[config.mk]
export PLATFORM = sky130hd
export DESIGN_NAME = nap_timer_ctrl
export DESIGN_NICKNAME = d
export VERILOG_FILES = /design/src/rtl/nap_pkg.sv /design/src/rtl/nap_bcd_dec.sv /design/src/rtl/nap_timer_ctrl.sv
export SDC_FILE = /design/constraint.sdc
export NUM_CORES = 1
export LEC_CHECK = 0
export CAP_MARGIN = 20
export CORE_ASPECT_RATIO = 0.75
export CORE_MARGIN = 4
export CORE_UTILIZATION = 46
export CTS_CLUSTER_DIAMETER = 200
export DETAILED_ROUTE_END_ITERATION = 12
export HOLD_SLACK_MARGIN = 0.08
export MAX_ROUTING_LAYER = met4
export PLACE_DENSITY = 0.73
export SLEW_MARGIN = 15
export SYNTH_ARGS = -nofsm -noshare
export SYNTH_HDL_FRONTEND = slang
export SYNTH_SLANG_ARGS = --single-unit
[constraint.sdc]
create_clock -name clk -period 8.7 [get_ports clk]
set_input_delay 1.74 -clock clk [delete_from_list [all_inputs] [get_ports clk]]
set_output_delay 1.74 -clock clk [all_outputs]
set_load 0.005 [all_outputs]
[src/rtl/nap_pkg.sv]
// Shared types, BCD field positions and digit helpers for the nap timer.
package nap_pkg;

  typedef enum logic [2:0] {
    ST_IDLE  = 3'd0,
    ST_SET_H = 3'd1,
    ST_SET_M = 3'd2,
    ST_RUN   = 3'd3,
    ST_PAUSE = 3'd4,
    ST_ALARM = 3'd5
  } nap_state_t;

  localparam int HH_HI = 23;
  localparam int HH_LO = 16;
  localparam int MM_HI = 15;
  localparam int MM_LO = 8;
  localparam int SS_HI = 7;
  localparam int SS_LO = 0;

  localparam logic [7:0] HOUR_MAX   = 8'h23;
  localparam logic [7:0] MINSEC_MAX = 8'h59;

  // Two-digit BCD +1, wrapping to 00 once the field is at max.
  function automatic logic [7:0] bcd_inc_wrap(input logic [7:0] v, input logic [7:0] max);
    if (v == max)
      return 8'h00;
    if (v[3:0] == 4'h9)
      return {v[7:4] + 4'd1, 4'h0};
    return {v[7:4], v[3:0] + 4'd1};
  endfunction

  // Two-digit BCD -bin; returns {borrow_out, value}, wrapping 00 to max.
  function automatic logic [8:0] bcd_dec_field(input logic [7:0] v, input logic bin,
                                               input logic [7:0] max);
    if (!bin)
      return {1'b0, v};
    if (v == 8'h00)
      return {1'b1, max};
    if (v[3:0] == 4'h0)
      return {1'b0, v[7:4] - 4'd1, 4'h9};
    return {1'b0, v[7:4], v[3:0] - 4'd1};
  endfunction

endpackage

[src/rtl/nap_bcd_dec.sv]
// Combinational HHMMSS minus one second with per-field borrow and a result-zero flag.
module nap_bcd_dec
  import nap_pkg::*;
(
  input  logic [23:0] time_in,
  output logic [23:0] time_out,
  output logic        zero
);

  logic [8:0] ss_r;
  logic [8:0] mm_r;
  logic [8:0] hh_r;

  always_comb begin
    ss_r     = bcd_dec_field(time_in[SS_HI:SS_LO], 1'b1,    MINSEC_MAX);
    mm_r     = bcd_dec_field(time_in[MM_HI:MM_LO], ss_r[8], MINSEC_MAX);
    hh_r     = bcd_dec_field(time_in[HH_HI:HH_LO], mm_r[8], HOUR_MAX);
    time_out = {hh_r[7:0], mm_r[7:0], ss_r[7:0]};
    // An hours borrow means the input was already zero, which is not a zero result.
    zero     = (time_out == 24'h000000) && !hh_r[8];
  end

endmodule

[src/rtl/nap_timer_ctrl.sv]
// Nap preset editor, BCD countdown, alarm timeout and display-mux select.
module nap_timer_ctrl
  import nap_pkg::*;
#(
  parameter logic [23:0] DEFAULT_NAP = 24'h002000,
  parameter int unsigned ALARM_SECS  = 30
) (
  input  logic        clk,
  input  logic        rst,
  input  logic        tick_1hz,
  input  logic        btn_mode,
  input  logic        btn_start,
  input  logic        btn_inc,
  output logic [23:0] nap_time,
  output logic        disp_sel,
  output logic        alarm,
  output logic        running
);

  localparam logic [7:0] ALARM_LAST = 8'(ALARM_SECS);

  nap_state_t  state;
  nap_state_t  state_nx;
  logic [23:0] preset;
  logic [23:0] preset_nx;
  logic [23:0] nap_nx;
  logic [7:0]  alarm_cnt;
  logic [7:0]  alarm_cnt_nx;
  logic [7:0]  alarm_cnt_inc;
  logic [23:0] dec_time;
  logic        dec_zero;
  logic        ev_mode;
  logic        ev_start;
  logic        ev_inc;
  logic        ev_tick;

  // Only the highest-priority event in a cycle is allowed to act.
  assign ev_mode       = btn_mode;
  assign ev_start      = btn_start & ~btn_mode;
  assign ev_inc        = btn_inc & ~btn_start & ~btn_mode;
  assign ev_tick       = tick_1hz & ~btn_inc & ~btn_start & ~btn_mode;
  assign alarm_cnt_inc = alarm_cnt + 8'd1;

  nap_bcd_dec u_dec (
    .time_in  (nap_time),
    .time_out (dec_time),
    .zero     (dec_zero)
  );

  always_comb begin
    state_nx     = state;
    preset_nx    = preset;
    nap_nx       = nap_time;
    alarm_cnt_nx = alarm_cnt;
    case (state)
      ST_IDLE: begin
        if (ev_mode) begin
          state_nx               = ST_SET_H;
          preset_nx[SS_HI:SS_LO] = 8'h00;
        end else if (ev_start && preset != 24'h000000) begin
          state_nx = ST_RUN;
        end
      end
      ST_SET_H: begin
        if (ev_mode)
          state_nx = ST_SET_M;
        else if (ev_start)
          state_nx = ST_IDLE;
        else if (ev_inc)
          preset_nx[HH_HI:HH_LO] = bcd_inc_wrap(preset[HH_HI:HH_LO], HOUR_MAX);
      end
      ST_SET_M: begin
        if (ev_mode || ev_start)
          state_nx = ST_IDLE;
        else if (ev_inc)
          preset_nx[MM_HI:MM_LO] = bcd_inc_wrap(preset[MM_HI:MM_LO], MINSEC_MAX);
      end
      ST_RUN: begin
        if (ev_mode) begin
          state_nx = ST_IDLE;
        end else if (ev_start) begin
          state_nx = ST_PAUSE;
        end else if (ev_tick) begin
          nap_nx = dec_time;
          if (dec_zero)
            state_nx = ST_ALARM;
        end
      end
      ST_PAUSE: begin
        if (ev_mode)
          state_nx = ST_IDLE;
        else if (ev_start)
          state_nx = ST_RUN;
      end
      ST_ALARM: begin
        if (ev_mode || ev_start || ev_inc) begin
          state_nx     = ST_IDLE;
          alarm_cnt_nx = 8'd0;
        end else if (ev_tick) begin
          if (alarm_cnt_inc == ALARM_LAST) begin
            state_nx     = ST_IDLE;
            alarm_cnt_nx = 8'd0;
          end else begin
            alarm_cnt_nx = alarm_cnt_inc;
          end
        end
      end
      default: state_nx = ST_IDLE;
    endcase
    // Outside a countdown the nap display mirrors the preset, and a new run starts from it.
    if (state_nx == ST_IDLE || state_nx == ST_SET_H || state_nx == ST_SET_M ||
        (state == ST_IDLE && state_nx == ST_RUN))
      nap_nx = preset_nx;
  end

  always_ff @(posedge clk or posedge rst) begin
    if (rst) begin
      state     <= ST_IDLE;
      preset    <= DEFAULT_NAP;
      nap_time  <= DEFAULT_NAP;
      alarm_cnt <= 8'd0;
      disp_sel  <= 1'b0;
      alarm     <= 1'b0;
      running   <= 1'b0;
    end else begin
      state     <= state_nx;
      preset    <= preset_nx;
      nap_time  <= nap_nx;
      alarm_cnt <= alarm_cnt_nx;
      disp_sel  <= (state_nx == ST_SET_H) || (state_nx == ST_SET_M) ||
                   (state_nx == ST_RUN)   || (state_nx == ST_PAUSE);
      alarm     <= (state_nx == ST_ALARM);
      running   <= (state_nx == ST_RUN);
    end
  end

endmodule

Word level (Yosys, flattened, before mapping)
Cells that the tools add are included.

Output and inout port bits: 27. Input bits: 6. Register bits after elaboration: 62. Word-level logic and storage cells: 160.

Bitwise logic cells: 9. Reduce and logical (&&, ||, !) cells: 27. Add/sub/neg operators: 11. Equality and inequality tests: 17. Mux-type cells: 89.

Operators with widths (count): 8-bit 2-to-1 mux (20); 9-bit 2-to-1 mux (16); 24-bit 2-to-1 mux (5); 3-bit 2-to-1 mux (14); 1-bit 2-to-1 mux (33); 24-bit zero test (1); 8-bit zero test (3); 24-bit nonzero test (1); 4-bit by 1-bit subtractor with 4-bit output (second input constant) (6); 3-bit one-hot mux with 6 select lines (1); 4-bit by 1-bit adder with 4-bit output (second input constant) (4); 3-bit by 2-bit == test with 1-bit output (second input constant) (4); 3-bit == test (second input constant) (4); 4-bit zero test (3); 8-bit by 1-bit adder with 8-bit output (second input constant) (1); 4-bit == test (second input constant) (2); 8-bit by 5-bit == test with 1-bit output (second input constant) (1); 8-bit by 6-bit == test with 1-bit output (second input constant) (1); 8-bit by 7-bit == test with 1-bit output (second input constant) (1); 1-bit logical OR (8); 1-bit AND (6); 3-bit by 1-bit == test with 1-bit output (second input constant) (2); 3-bit zero test (2); 2-bit nonzero test (3); other kinds (6) (11).

Longest topological paths before layout
Gate-level depths: netlist of the first run.

Depth in word-level cells: 30. Gate-level depth with buffers: 13. Depth with buffers taken out: 10.

Cells and area by module
A second synthesis of the first run with hierarchy kept.

Cell total of the unflattened synthesis: 448. Area total of the unflattened synthesis: 4305.4 µm².

By module, submodules not included: nap_timer_ctrl (area each 3477.1 µm², cells an instance 313, sequential area each 1554.0 µm², instances 1); nap_bcd_dec (area each 828.3 µm², cells an instance 135, sequential area each 0.0 µm², instances 1).

Worst setup path after synthesis of the first run
OpenSTA, ideal clock, no wires.

Path kind: in2reg. From: input btn_mode. To: register nap_time[10]. Arrival time: 3.993 ns. Library setup time: 0.126 ns. Data required time: 8.574 ns. Stages: 11. Slack: 4.581 ns. Path buffers: 3. Cells stage by stage: clkbuf_1 -> nor4b_2 -> nand4_1 -> a2111oi_2 -> and4_1 -> nand4b_4 -> o21bai_4 -> nor2b_2 -> buf_6 -> buf_6 -> a221o_1.

Longest elaborated chain between the ends: 12. Elaborated cells between the ends (all ways): 37. Those cells by class: eq/ne (5); mux (17); bitwise (4); reduce/logical (11).

Ends and longest elaborated chain: from (decl) (RTL line nap_timer_ctrl.sv:11) `input logic btn_mode,`; 1-bit NOT (RTL line nap_timer_ctrl.sv:39, nap_timer_ctrl.sv:40, nap_timer_ctrl.sv:41); 1-bit AND (on tied branches) (RTL line nap_timer_ctrl.sv:41, nap_timer_ctrl.sv:39); 3-bit 2-to-1 mux (tied with other cells) (RTL line nap_timer_ctrl.sv:83) `end else if (ev_tick) begin`; 3-bit 2-to-1 mux (tied with other cells) (RTL line nap_timer_ctrl.sv:81) `end else if (ev_start) begin`; 3-bit 2-to-1 mux (on tied branches) (RTL line nap_timer_ctrl.sv:79, nap_timer_ctrl.sv:57, nap_timer_ctrl.sv:96); 3-bit one-hot mux with 6 select lines * (RTL line nap_timer_ctrl.sv:55) `case (state)`; named net state_nx[2] (RTL line nap_timer_ctrl.sv:23) `nap_state_t state_nx;`; 3-bit by 1-bit == test with 1-bit output or 3-bit zero test (tied branches) (RTL line nap_timer_ctrl.sv:111) `if (state_nx == ST_IDLE || state_nx == ST_SET_H || state_nx == ST_SET_M ||`; 1-bit logical OR (2 in a row) (RTL line nap_timer_ctrl.sv:111); 1-bit logical OR * (RTL line nap_timer_ctrl.sv:111); 2-bit by 1-bit != test with 1-bit output (no line) or 2-bit nonzero test (tied branches); 4-bit AND reduction (no line); to (signal assigned) (RTL line nap_timer_ctrl.sv:128) `nap_time <= nap_nx;`; to (decl) (RTL line nap_timer_ctrl.sv:14) `output logic [23:0] nap_time,`.

Mark *: on every way through the listed nets, which the timed path passes. The rest lies on a longest branch. A chain may end at the register's enable or synchronous reset.

Final worst setup path of the first run
From: input btn_mode. To: register nap_time[1].

Longest elaborated chain between the ends: 12. Elaborated cells between the ends (all ways): 36. Those cells by class: eq/ne (5); mux (16); bitwise (4); reduce/logical (11).

Ends and longest elaborated chain (RTL line): 1-bit NOT (nap_timer_ctrl.sv:39, nap_timer_ctrl.sv:40, nap_timer_ctrl.sv:41); 1-bit AND (on tied branches) (nap_timer_ctrl.sv:41, nap_timer_ctrl.sv:39); 3-bit 2-to-1 mux (tied with other cells) (nap_timer_ctrl.sv:83); 3-bit 2-to-1 mux (tied with other cells) (nap_timer_ctrl.sv:81); 3-bit 2-to-1 mux (on tied branches) (nap_timer_ctrl.sv:79, nap_timer_ctrl.sv:57, nap_timer_ctrl.sv:96); 3-bit one-hot mux with 6 select lines (nap_timer_ctrl.sv:55); 3-bit by 1-bit == test with 1-bit output or 3-bit zero test (tied branches) (nap_timer_ctrl.sv:111); 1-bit logical OR (3 in a row) (nap_timer_ctrl.sv:111); 2-bit by 1-bit != test with 1-bit output (no line) or 2-bit nonzero test (tied branches); 4-bit AND reduction (no line).

Parallel ways exist; a longest one is shown, timed or not.

==> metrics.yaml, run 1 <==
tritoncts: "yes"
cts_buffers: 9
start_util_pct: 48.6
hp-start: "preset[23]"
clkTransAtPathRegs_ns: 0.06
drv_slew: 0
synth-edff-count: 0
ir_drop_mv: 0.140
setup_viol: 0
gr-total-overflow: 0
netlist_instances: 429
fin_crit_sh_pct: 56.6
synthArstFlopShare_pct: 100
wl_per_cell_um: 18.7
final_util_pct: 58.0
power_density_nw_per_um2: 281
top_usage_layer: "met2"
synthDistinctLibCells: 59
syn_nets: 457
maxSlewHeadroom_pct: 36.8
status: "complete, no violations"
wl_um: 10600
start_kind: "input port"
worstPathArrival_ns: 5.15
syn_avg_cell_area_um2: 9.22
max_clock_freq_mhz: 203
die_w_um: 115
clock_latency_ns: 0.33
drc: 0
cts_resized: 0
worst_pin_slew_ns: 0.940
grt_pass1_wl_um: 17400
drt-vias-per-instance: 6.22
leakage_uw: 0.00209
drtIter0Drc: 293
synth_area_leader_cell: "dfrtp_1"
ys_seq_elements: 62
root_buffer: "clkbuf_16"
postCtsSetupRepairBufs: 0
fin_tns_setup_ns: 0
h-tree-depth: 3
use_met2_pct: 33.7
grt_pass1_vias: 3312
yosys_warnings: 0
nets: 486
crit_type: "input port to flop"
use_met1_pct: 32.1
cts_hold_buf: 0
firstDrtPassIters: 5
min_path_type: "flop to flop"
crit_required_ns: 8.92
ios: 33
critPathLaunch: "btn_mode"
path_max_fanout: 17
netlist_top_cells_area: "dfrtp_1 38%, ha_1 7.0%, nor2_1 3.8%"
vias: 3532
std_cell_rows: 28
syn-cell-area_um2: 3950
gp_congestion: 0.993
area_growth_pct: 19.2
final.min_clock_period_ns: 4.93
coreArea_um2: 8130
grt_max_degree: 63
drive_gt1_share_pct: 9.29
grt_use_met3_pct: 5.60
r2r-start: "nap_time[4]"
crit_chain: "clkdlybuf4s50_1 > nor4b_2 > nand4_1 > a2111oi_2 > and4_1 > nand4b_4 > o211ai_2 > nor2b_2 > buf_6 > mux2_2"
synth.top_cell.area_share_pct: 38.0
dieArea_um2: 10200
io_buffers: 32
place_hpwl_um: 7380
detail-route-antenna-nets: 0
antennaDiodeCount: 0
die_h_um: 88.3
antenna_found_initial: 0
cts_sinks: 62
seq_area_frac_synth_pct: 39.3
maxCapViolCount: 0
grt_usage_pct: 23.0
rsz0062_at_grt: "false"
clk_path_buf_depth: 2
hold_viol_final: 0
slowest_delay_ns: 0.61
nFillCells: 698
cpMaxStageDelayCell: "nor4b_2"
finalClockSkew_ns: 0.00257
crit_path_end_kind: "flop"
synthFlopType: "dfrtp_1"
worst_hold_slack_ns: 0.507
-- where the power goes --
group / leakage (uW) / switching (uW) / internal [uW] / total, uW
sequential: 0.000822 / 75.3 / 340 / 416
combinational: 0.00109 / 259 / 197 / 456
clock: 0.000176 / 140 / 310 / 451
total: 0.00209 / 475 / 848 / 1320
-- cell families after synthesis --
family	Yosys count	share of synthesized area, %
and+or+nand+nor	180	25.5
buffers and inverters	40	4.59
AOI/OAI and AO/OA	104	18.5
muxes	11	2.97
xor gates and xnor gates	10	2.22
adders and majority gates	22	6.96
DFF	62	39.3
-- per-stage QoR --
| stage | setup WS [ns] | cells | area (um2) | power, uW |
|---|---|---|---|---|
| after global placement | 3.31 | 551 | 4330 | 840 |
| after detailed placement | 3.10 | 551 | 4330 | 856 |
| final | 3.77 | 568 | 4710 | 1320 |
| after CTS | 3.44 | 567 | 4700 | 1320 |
| after floorplan | 4.58 | 429 | 3950 | 703 |
| after global routing | 3.51 | 568 | 4710 | 1390 |
-- routing by layer --
metal	wire length, um	vias up
met5	0	-
met4	151	0
met3	829	16
met2	4820	172
met1	4850	1710
li1	-	1634
-- state kept, by name, summed over array words and instances, names as in the netlist --
| register | cells |
|---|---|
| alarm_cnt | 8 |
| disp_sel | 1 |
| running | 1 |
| nap_time | 24 |
| preset | 24 |
| state | 3 |
| alarm | 1 |
-- critical path: cells and delay by family --
kind                   cells  cell delay (ns)
AO/OA/AOI/OAI              2             0.58
multiplexers               1             0.35
AND/OR/NAND/NOR            5             1.61
buffers and inverters      2             0.84
-- cell usage after synthesis (5+ instances only) --
library cell and n:
dfrtp_1 60, nor2_1 40, nand2_1 30, o21ai_0 29
inv_1 23, ha_1 22, a21oi_1 18, nand3_1 17
nor2b_1 15, a221o_1 12, clkbuf_1 12, nor3_1 11
nand4_1 10, a31oi_1 7, nand2b_1 7, nor4_1 7
and3_1 6, mux2_2 6, mux2i_1 5, xnor2_1 5
xor2_1 5
-- cells in the final DEF (no fill, tap or decap), types with 10 or more instances in the layout --
master,synthesis,routed
nor3_1,11,11
a21oi_1,18,18
nor2b_1,15,15
a221o_1,12,12
ha_1,22,22
o21ai_0,29,29
nand2_1,30,30
nand3_1,17,17
nand4_1,10,10
clkdlybuf4s50_1,0,32
nor2_1,40,40
dfrtp_1,60,60
inv_1,23,22
-- area by class of cell --
type | count | area, um2 | area share [%]
clock buffers | 9 | 225 | 4.78
repair buffers | 35 | 347 | 7.35
multi-input cells | 327 | 2230 | 47.2
well taps | 105 | 131 | 2.79
clock inverters | 7 | 145 | 3.08
flip-flops and latches | 62 | 1550 | 33.0
inverters | 23 | 86.3 | 1.83
-- final timing paths --
check	to	slack, ns	cells after the start
setup / recovery	nap_time[1]	3.77	10
hold / removal	preset[23]	0.51	1
setup reg to reg	nap_time[1]	4.72	11
hold reg to reg	preset[23]	0.51	1
max in group asynchronous	nap_time[18]	6.20	3
min in group asynchronous	alarm_cnt[4]	1.96	3
Power figures use the tool's default switching activity.
==> inputs of run 2 (changes only) <==
--- a/config.mk
+++ b/config.mk
@@ -13,7 +13,7 @@
 export DETAILED_ROUTE_END_ITERATION = 12
 export HOLD_SLACK_MARGIN = 0.08
 export MAX_ROUTING_LAYER = met4
-export PLACE_DENSITY = 0.73
+export PLACE_DENSITY = 0.75
 export SLEW_MARGIN = 15
 export SYNTH_ARGS = -nofsm -noshare
 export SYNTH_HDL_FRONTEND = slang
==> constraint.sdc (replaced) <==
create_clock -name clk -period 4.2 [get_ports clk]
set_input_delay 0.84 -clock clk [delete_from_list [all_inputs] [get_ports clk]]
set_output_delay 0.84 -clock clk [all_outputs]
set_load 0.005 [all_outputs]
==> run 2 against run 1 <==
Against the previous run: non-clock buffer count is 8 higher; global-route usage fell by 0.53 points; register-to-register slack worse by 4.1 ns; critical endpoint is now nap_time[20].
==> metrics.yaml, run 2 (same netlist as run 1, synthesis figures left out) <==
firstDrtPassIters: 5  # unchanged
max_clock_freq_mhz: 272
min_path_type: "flop to flop"
io_buffers: 32  # unchanged
root_buffer: "clkbuf_16"
antenna_found_initial: 0  # unchanged
drive_gt1_share_pct: 10.6  # +1.3 points
antennaDiodeCount: 0  # unchanged
power_density_nw_per_um2: 544  # +94%
h-tree-depth: 3  # unchanged
vias: 3432  # -2.8%
grt_usage_pct: 22.4  # -0.53 points
hold_viol_final: 0  # unchanged
wl_per_cell_um: 17.9  # -4.4%
worst_pin_slew_ns: 0.922  # -0.0181 ns
std_cell_rows: 28  # unchanged
rsz0062_at_grt: "false"
setup_viol: 0  # unchanged
swShare_pct: 38.2  # +2.3 points
maxSlewHeadroom_pct: 38.4  # +1.6 points
final_cell_mix: "60 x dfrtp_1, 40 x nor2_1, 32 x clkdlybuf4s50_1"
crit_type: "input port to flop"
p_comb_share_pct: 36.8  # +2.3 points
p_seq_share_pct: 34.0  # +2.6 points
detail-route-antenna-nets: 0  # unchanged
crit_path_end_kind: "flop"
grt_max_degree: 45  # -29%
clkTransAtPathRegs_ns: 0.06  # about the same
grt_pass1_wl_um: 17000  # -2.1%
worstPathArrival_ns: 3.88  # -1.27 ns
ir_drop_mv: 0.271  # +94%
ios: 33  # unchanged
tritoncts: "yes"
cts_sinks: 62  # unchanged
maxCapViolCount: 0  # unchanged
nets: 494  # +1.6%
fin_crit_sh_pct: 87.6
die_h_um: 88.3  # unchanged
cts_hold_buf: 0  # unchanged
drt-vias-per-instance: 5.96  # -4.2%
final.min_clock_period_ns: 3.68
final-instance-count-excl-fill: 576  # +1.4%
p_switching_uw: 974  # +110%
fin_tns_setup_ns: 0  # unchanged
gp_congestion: 0.960  # -3.3%
wl_um: 10300  # -3.1%
postCtsSetupRepairBufs: 0  # unchanged
status: "complete, no violations"
leakage_uw: 0.00208  # -0.17%
crit_required_ns: 4.40  # -4.52 ns
slowest_delay_ns: 0.56  # -0.05 ns
crit_chain: "clkdlybuf4s50_1 > nor4b_2 > nand4_1 > a2111oi_2 > and4_1 > nand4b_4 > o211ai_2 > nor2b_2 > buf_4 > o211ai_1"
nFillCells: 716  # +2.6%
die_w_um: 115  # unchanged
place_hpwl_um: 7530  # +2.0%
coreArea_um2: 8130  # unchanged
postPlaceCellArea_um2: 4390  # +1.4%
gr-total-overflow: 0  # unchanged
power.internal_uw: 1580  # +86%
grt_pass1_vias: 3290  # -0.66%
drtIter0Drc: 446  # +52%
multi_input_area_um2: 2220  # -0.34%
cts_resized: 0  # unchanged
ff_latch_area_um2: 1550  # unchanged
clock_latency_ns: 0.34  # about the same
path_max_fanout: 17  # unchanged
clockPowerShare_pct: 29.2  # -4.9 points
final_area_um2: 4690  # -0.45%
drc: 0  # unchanged
dp_cells: 560  # +1.6%
finalClockSkew_ns: 0.00748  # +0.00490 ns
final_common_cell: "dfrtp_1"
clk_path_buf_depth: 2  # unchanged
dieArea_um2: 10200  # unchanged
cpMaxStageDelayCell: "clkdlybuf4s50_1"
area_growth_pct: 18.7
start_util_pct: 48.6  # unchanged
cts_buffers: 9  # unchanged
largestRegisters: "nap_time: 24 flops, preset: 24 flops, alarm_cnt: 8 flops"
final_util_pct: 57.7  # -0.26 points
drv_slew: 0  # unchanged
start_kind: "input port"
-- run 2: cell types whose count changed in the layout (fill, tap and decap cells not counted) --
| cell | before | now |
|---|---|---|
| buf_4 | 2 | 11 |
| buf_6 | 1 | 0 |
| bufinv_16 | 4 | 1 |
| clkinv_2 | 0 | 1 |
| clkinv_4 | 1 | 2 |
| clkinvlp_4 | 1 | 3 |
| inv_6 | 1 | 0 |
| o41ai_1 | 2 | 3 |
| o41ai_2 | 1 | 0 |
-- run 2: layout make-up --
type	instances	area share, %
Clock buffer	9	4.80
Clock inverter	7	1.60
Inverter	23	1.84
Multi-Input combinational cell	327	47.3
Sequential cell	62	33.1
Tap cell	105	2.80
Timing Repair Buffer	43	8.58
-- run 2: metrics by stage --
stage	power [uW]	setup slack, ns	hold slack, ns
6_report	2550	0.521	0.521
5_1_grt	2710	0.255	0.541
4_1_cts	2550	0.568	0.524
3_5_place_dp	1790	0.246	0.515
3_3_place_gp	1760	0.385	0.506
2_1_floorplan	1460	0.981	0.459
-- run 2: worst max-delay path, delay by kind of cell --
kind	cells	cell delay [ns]
buffers and inverters	2	0.87
AND/OR/NAND/NOR	5	1.44
AO/OA/AOI/OAI	3	0.73
-- run 2: worst paths after layout --
| path | from | endpoint | slack (ns) | depth (start not counted) |
|---|---|---|---|---|
| max | btn_start | nap_time[20] | 0.52 | 10 |
| min | preset[23] | preset[23] | 0.52 | 1 |
| max reg2reg | nap_time[8] | nap_time[20] | 0.66 | 11 |
| min reg2reg | preset[23] | preset[23] | 0.52 | 1 |
| max in group asynchronous | rst | nap_time[20] | 2.37 | 3 |
| min in group asynchronous | rst | alarm_cnt[3] | 1.02 | 2 |
-- run 2: metal layers --
layer	routed length [um]	vias up	global-route usage (%)
met5	0	-	-
met2	4380	136	31.5
met1	4920	1630	32.0
met3	824	20	5.40
li1	-	1646	-
met4	192	0	7.25
-- run 2: power by group through the flow --
| stage | Clock, uW | Sequential [uW] | Combinational [uW] |
|---|---|---|---|
| floorplan | 0 | 820 | 637 |
| global placement | 0 | 865 | 898 |
| finish | 745 | 867 | 940 |
| detailed placement | 0 | 871 | 921 |
| CTS | 751 | 863 | 932 |
| global route | 782 | 886 | 1040 |
